$ cat config.mk
export PLATFORM = sky130hd
export DESIGN_NAME = mod_n_updown_counter
export DESIGN_NICKNAME = d
export VERILOG_FILES = /design/src/rtl/counter_pkg.sv /design/src/rtl/mod_n_updown_counter.sv
export SDC_FILE = /design/constraint.sdc
export NUM_CORES = 1
export LEC_CHECK = 0
export BUFFER_PORTS_ARGS = -buffer_cell sky130_fd_sc_hd__buf_2
export CAP_MARGIN = 10
export CORE_MARGIN = 2
export CORE_UTILIZATION = 35
export CTS_BUF_LIST = sky130_fd_sc_hd__clkbuf_8
export DETAILED_ROUTE_END_ITERATION = 8
export PLACE_DENSITY = 0.71
export SETUP_SLACK_MARGIN = 0.1
export SYNTH_ARGS = -nofsm -noshare
export SYNTH_HDL_FRONTEND = slang
export SYNTH_SLANG_ARGS = --single-unit
$ cat constraint.sdc
create_clock -name clk -period 5.3 [get_ports clk]
set_input_delay 0.265 -clock clk [delete_from_list [all_inputs] [get_ports clk]]
set_output_delay 0.265 -clock clk [all_outputs]
set_load 0.005 [all_outputs]
$ cat src/rtl/counter_pkg.sv
// Shared types for the modulo-N up/down counter.
package counter_pkg;

    // Count direction as presented on the mode pin.
    typedef enum logic {
        CNT_DOWN = 1'b0,
        CNT_UP   = 1'b1
    } cnt_mode_e;

    // Run/halt state of the counter.
    typedef enum logic {
        ST_RUN,
        ST_DONE
    } cnt_state_e;

endpackage : counter_pkg

$ cat src/rtl/mod_n_updown_counter.sv
// Loadable up/down modulo-N counter with wrap or one-shot (halt) behaviour,
// cascade carry/borrow pulses, out-of-range load rejection and a sticky done.
//
// state   | meaning
// --------+-----------------------------------------------------------------
// ST_RUN  | counting allowed; en steps data_out toward the terminal count
// ST_DONE | halted at terminal count in one-shot mode; only a valid load or
//         | rst leaves this state, en/mode/wrap_en are ignored
module mod_n_updown_counter
    import counter_pkg::*;
#(
    parameter int WIDTH   = 4,
    parameter int MODULUS = 12
) (
    input  logic             clk,
    input  logic             rst,
    input  logic             en,
    input  logic             mode,
    input  logic             load,
    input  logic             wrap_en,
    input  logic [WIDTH-1:0] data_in,
    output logic [WIDTH-1:0] data_out,
    output logic             tc,
    output logic             carry,
    output logic             borrow,
    output logic             load_err,
    output logic             done
);

    // The modulus is held one bit wider than the count so that
    // MODULUS == 2**WIDTH is representable for the load range check.
    localparam logic [WIDTH:0]   MOD_EXT = (WIDTH + 1)'(MODULUS);
    localparam logic [WIDTH-1:0] MAX_CNT = WIDTH'(MODULUS - 1);

    // Reject illegal WIDTH/MODULUS combinations at elaboration.
    generate
        if ((MODULUS < 2) || (MODULUS > (1 << WIDTH))) begin : g_bad_modulus
            $error("mod_n_updown_counter: MODULUS must satisfy 2 <= MODULUS <= 2**WIDTH");
        end
    endgenerate

    cnt_state_e       state_q, state_nxt;
    logic [WIDTH-1:0] count_q, count_nxt;
    logic             carry_q, carry_nxt;
    logic             borrow_q, borrow_nxt;
    logic             load_err_q, load_err_nxt;

    cnt_mode_e        dir;
    logic             load_ok;
    logic             at_max;
    logic             at_zero;

    assign dir     = cnt_mode_e'(mode);
    assign load_ok = ({1'b0, data_in} < MOD_EXT);
    assign at_max  = (count_q == MAX_CNT);
    assign at_zero = (count_q == '0);

    // Next-state / next-count decode: rst is applied in the register block,
    // here load takes priority over counting, and DONE freezes the count.
    always_comb begin
        state_nxt    = state_q;
        count_nxt    = count_q;
        carry_nxt    = 1'b0;
        borrow_nxt   = 1'b0;
        load_err_nxt = 1'b0;

        if (load) begin
            if (load_ok) begin
                count_nxt = data_in;
                state_nxt = ST_RUN;
            end else begin
                load_err_nxt = 1'b1;
            end
        end else if (en && (state_q == ST_RUN)) begin
            if (dir == CNT_UP) begin
                if (!at_max) begin
                    count_nxt = count_q + 1'b1;
                end else if (wrap_en) begin
                    count_nxt = '0;
                    carry_nxt = 1'b1;
                end else begin
                    state_nxt = ST_DONE;
                end
            end else begin
                if (!at_zero) begin
                    count_nxt = count_q - 1'b1;
                end else if (wrap_en) begin
                    count_nxt  = MAX_CNT;
                    borrow_nxt = 1'b1;
                end else begin
                    state_nxt = ST_DONE;
                end
            end
        end
    end

    // State, count and pulse registers with synchronous reset.
    always_ff @(posedge clk) begin
        if (rst) begin
            state_q    <= ST_RUN;
            count_q    <= '0;
            carry_q    <= 1'b0;
            borrow_q   <= 1'b0;
            load_err_q <= 1'b0;
        end else begin
            state_q    <= state_nxt;
            count_q    <= count_nxt;
            carry_q    <= carry_nxt;
            borrow_q   <= borrow_nxt;
            load_err_q <= load_err_nxt;
        end
    end

    // tc follows mode combinationally so a direction change is visible at once.
    assign tc       = (dir == CNT_UP) ? at_max : at_zero;
    assign data_out = count_q;
    assign carry    = carry_q;
    assign borrow   = borrow_q;
    assign load_err = load_err_q;
    assign done     = (state_q == ST_DONE);

endmodule : mod_n_updown_counter

[Yosys cells after proc, flatten, opt, wreduce, memory -nomap -nowiden]
Index checks and enable logic that the tools add are counted.
Storage, ports and cells
  bits of input ports: 10
  word-level logic and storage cells: 46
  register bits: 8
  output and inout port bits: 9
Operators by class
  reductions and logical operators: 9
  mux-type cells: 18
  order comparisons: 1
  add/sub/neg operators: 2
  equality and inequality tests: 5
  bitwise operators: 6
Operator list (count)
  4-bit two-way mux: 8
  1-bit two-way mux: 10
  5-bit OR reduction: 2
  4-bit != test (second input constant): 2
  4-bit AND reduction: 2
  1-bit NOT: 6
  4-bit by 1-bit adder with 4-bit output (second input constant): 1
  4-bit equality test (second input constant): 1
  4-bit logical NOT: 1
  4-bit < comparator (second input constant): 1
  4-bit by 1-bit subtractor with 4-bit output (second input constant): 1
  3-bit by 1-bit != test with 1-bit output (second input constant): 1
  3-bit nonzero test: 1
  2-bit by 1-bit != test with 1-bit output (second input constant): 1
  2-bit nonzero test: 1
  2-bit OR reduction: 1
  1-bit logical AND: 1

[Longest topological paths before layout]
  depth after elaboration: 5
  mapped depth: 6
  depth with buffers taken out: 6

[Worst setup path after synthesis]
OpenSTA, ideal clock, no wires.
  kind: reg2reg
  start: register count_q[0], in the netlist data_out[0]
  end: register count_q[0], in the netlist data_out[0]
  period minus slack after synthesis: 1.800 ns
  stages on the path, launching flop included: 7
  path slack: 3.500 ns
  required time: 5.242 ns
  setup time: 0.058 ns
  arrival time: 1.742 ns
  cell sequence: dfxtp_1 inv_1 ha_1 or3b_4 a211o_1 a311oi_1 o21a_1
On the way
  word-level cells in the longest chain between the ends: 5
  elaborated cells between the ends (all ways): 12
RTL lines
  start, declared: RTL line mod_n_updown_counter.sv:43  | logic [WIDTH-1:0] count_q, count_nxt;
  start signal, assigned: RTL line mod_n_updown_counter.sv:107  | count_q <= count_nxt;
  4-bit by 1-bit subtractor with 4-bit output, or another cell as far along: RTL line mod_n_updown_counter.sv:86  | count_nxt = count_q - 1'b1;
  4-bit two-way mux, on equally long branches: RTL line mod_n_updown_counter.sv:85, mod_n_updown_counter.sv:76
  4-bit two-way mux: RTL line mod_n_updown_counter.sv:75  | if (dir == CNT_UP) begin
  4-bit two-way mux: RTL line mod_n_updown_counter.sv:74  | end else if (en && (state_q == ST_RUN)) begin
  4-bit two-way mux: RTL line mod_n_updown_counter.sv:67  | if (load) begin
Parallel ways exist; a longest one is shown, timed or not. The select of a mux whose other input is x is not followed.
A chain may end at the register's enable or synchronous reset.

[Worst setup path in the final report]
Ends and elaborated chain as after synthesis.

==> results.yml <==
final_layout:
  nets: 95
  drive_gt1_share_pct: 30.9
  areaGrowthSynthToFinish_pct: 24.5
  fin_area_sq_um: 667
  num_antenna_cells: 0
synthesis:
  synth_cells: 63
  yosysUniqueCellTypes: 28
  synth_top_area_share_pct: 29.9
  syn_avg_cell_area_sq_um: 8.50
  ys_seq_elements: 8
  synth_area_leader_cell: "dfxtp_1"
  synth_warnings: 0
  seq_area_frac_synth_pct: 29.9
  syn-cell-area_sq_um: 536
  synth.net_count: 75
  netlist_top_cells_area: "dfxtp_1 (30%), nor2_1 (7.7%), a211oi_1 (7.0%)"
route:
  dr.pass1.iters: 4
  vias_per_cell: 5.47
  wl_met3_um: 50
  drc: 0
  dr_total_vias: 531
  top_layer_used: "met3"
  m1WireLength_um: 584
  drt-total-wl_mm: 1.19
  wl_per_cell_um: 12.2
  route.met2.wl_um: 551
  first_iter_violations: 8
  detail-route-antenna-nets: 0
cts:
  htreeDepth: 1
  root_buffer: "clkbuf_8"
  cts_buffers: 3
  clock-sinks: 8
  path_clk_slew_ps: 40
  cts_tree: "done"
  cts_resized: 0
  hold_buffers: 0
  clockBufferDepth: 2
  clk_latency_ps: 230
  post_cts_buffers: 0
global_route:
  grt_antenna_before_repair: 0
  grt_first_pass_wirelength_mm: 1.98
  grt_pass1_vias: 468
  overflow: 0
  grt_use_total_pct: 13.9
  grt_max_degree: 13
sta:
  fin_crit_sh_pct: 36.7
  finalWorstSetupSlack_ps: 3350
  setup_violations: 0
  skew_ps: 1.60
  final_hold_viol_count: 0
  fmax_mhz: 514
  tns_ps: 0
  finalCriticalPeriod_ps: 1950
  drv_slew: 0
  slew_headroom_pct: 52.6
  hold_slack_ps: 308
  grt_setup_unrepaired: "false"
  worst_pin_slew_ps: 710
worst_setup_path:
  arrival_ps: 2120
  crit_type: "reg2reg"
  worst_setup_path_start_kind: "flop"
  cp-end-kind: "flop"
  cp_max_fo: 8
  ff2ff_setup_slack_ps: 3350
  crit_required_ps: 5470
power:
  vdd_drop_max_mv: 0.166
  fin_total_pwr_w: 0.000187
  power.leakage_nw: 0.290
  power_density_mw_per_mm2: 280
die:
  start_util_pct: 36.4
  core_sq_mm: 0.00147
  dieWidth_um: 43.1
  boundaryPins: 19
  fp.dieArea_sq_mm: 0.00186
  die_h_um: 43.1
  rows: 14
place:
  place_area_sq_um: 626
  dpl.hpwl_um: 891
  place.gp.congestion: 0.797
  port_buffers: 18
  dp_slack_ps: 3390
job:
  cap_violations: 0
run_status:
  outcome: "finished clean"
hold_path:
  worstHoldPathType: "in2reg"
-- path summary, 6_finish.rpt --
check | startpoint | to | cells past startpoint
setup / recovery | data_out[0] | data_out[0] | 6
hold / removal | rst | load_err | 2
setup reg to reg | data_out[0] | data_out[0] | 6
hold reg to reg | done | done | 2
-- worst max-delay path, stage by stage, from the launching register on --
cell and delay, ps:
dfxtp_1 370, inv_1 80, ha_1 200, or3b_4 430, a211o_1 360, a311oi_1 300
o21a_1 150
-- stage by stage --
| step | utilization [%] | instances |
|---|---|---|
| finish | 45.3 | 97 |
| global route | 45.3 | 97 |
| CTS | 45.3 | 97 |
| detailed placement | 42.5 | 94 |
| global placement | 42.5 | 94 |
| floorplan | - | 63 |
-- where the power goes --
| part | internal (W) | switching (W) | leakage [nW] |
|---|---|---|---|
| Combinational | 0.0000210 | 0.0000216 | 0.203 |
| Clock | 0.0000491 | 0.0000231 | 0.0216 |
| Sequential | 0.0000643 | 0.00000788 | 0.0656 |
| Total | 0.000134 | 0.0000526 | 0.290 |
-- per-layer routing --
layer  vias up  global-route usage, %
met5         -                      0
met4         0                   1.82
met3         0                   5.11
met2        10                   23.3
met1       245                   17.4
li1        276                      -
-- cells by family (layout without fill, tap and decap cells) --
family          count (synthesis)  after routing  share of synthesized area [%]
mux                             1              1                           2.10
buf+inv                         7             25                           6.54
xor+xnor                        1              1                           1.64
compound gates                 21             21                           33.2
fa+ha+maj                       2              2                           4.67
simple gates                   23             23                           22.0
flops                           8              8                           29.9
-- area by class of cell --
class,count,area [sq um]
Tap cell,16,20.0
Multi-Input combinational cell,48,340
Sequential cell,8,160
Inverter,4,15.0
Timing Repair Buffer,18,90.1
Fill cell,159,805
Clock buffer,3,41.3
-- registers in the layout, summed over array words and instances, names as in the netlist --
register / count
data_out: 4
borrow: 1
carry: 1
done: 1
load_err: 1
-- cells in the final DEF, fill, tap and decap left out --
| master | instances |
|---|---|
| dfxtp_1 | 8 |
| o21a_1 | 1 |
| and3_2 | 1 |
| mux2_2 | 1 |
| nand3_1 | 4 |
| nand2_1 | 1 |
| or3b_4 | 1 |
| and3b_1 | 1 |
| nor2b_1 | 1 |
| nor3b_1 | 1 |
| a2111oi_4 | 1 |
| nor3_1 | 1 |
| a211oi_1 | 5 |
| a21oi_1 | 2 |
| ha_1 | 2 |
| clkbuf_8 | 3 |
| xor2_1 | 1 |
| a211o_1 | 3 |
| a21boi_1 | 1 |
| buf_2 | 18 |
| a311oi_1 | 4 |
| inv_1 | 4 |
| o21ai_0 | 2 |
| nand2b_1 | 1 |
| a41oi_1 | 1 |
| o31ai_1 | 1 |
| nor2_1 | 11 |
-- Yosys cell counts --
cell type	instances
dfxtp_1	8
a41oi_1	1
a211oi_1	5
ha_1	2
clkbuf_1	1
nor3b_1	1
inv_1	4
o21a_1	1
a21boi_1	1
a21oi_1	2
and3b_1	1
and3_2	1
xor2_1	1
nor3_1	1
a2111oi_4	1
nand3_1	4
nor2b_1	1
buf_2	1
o21ai_0	2
o31ai_1	1
or3b_4	1
nand2_1	1
a211o_1	3
a311oi_1	4
buf_6	1
mux2_2	1
nand2b_1	1
nor2_1	11
Note: power is estimated with default switching activity, not from simulation.
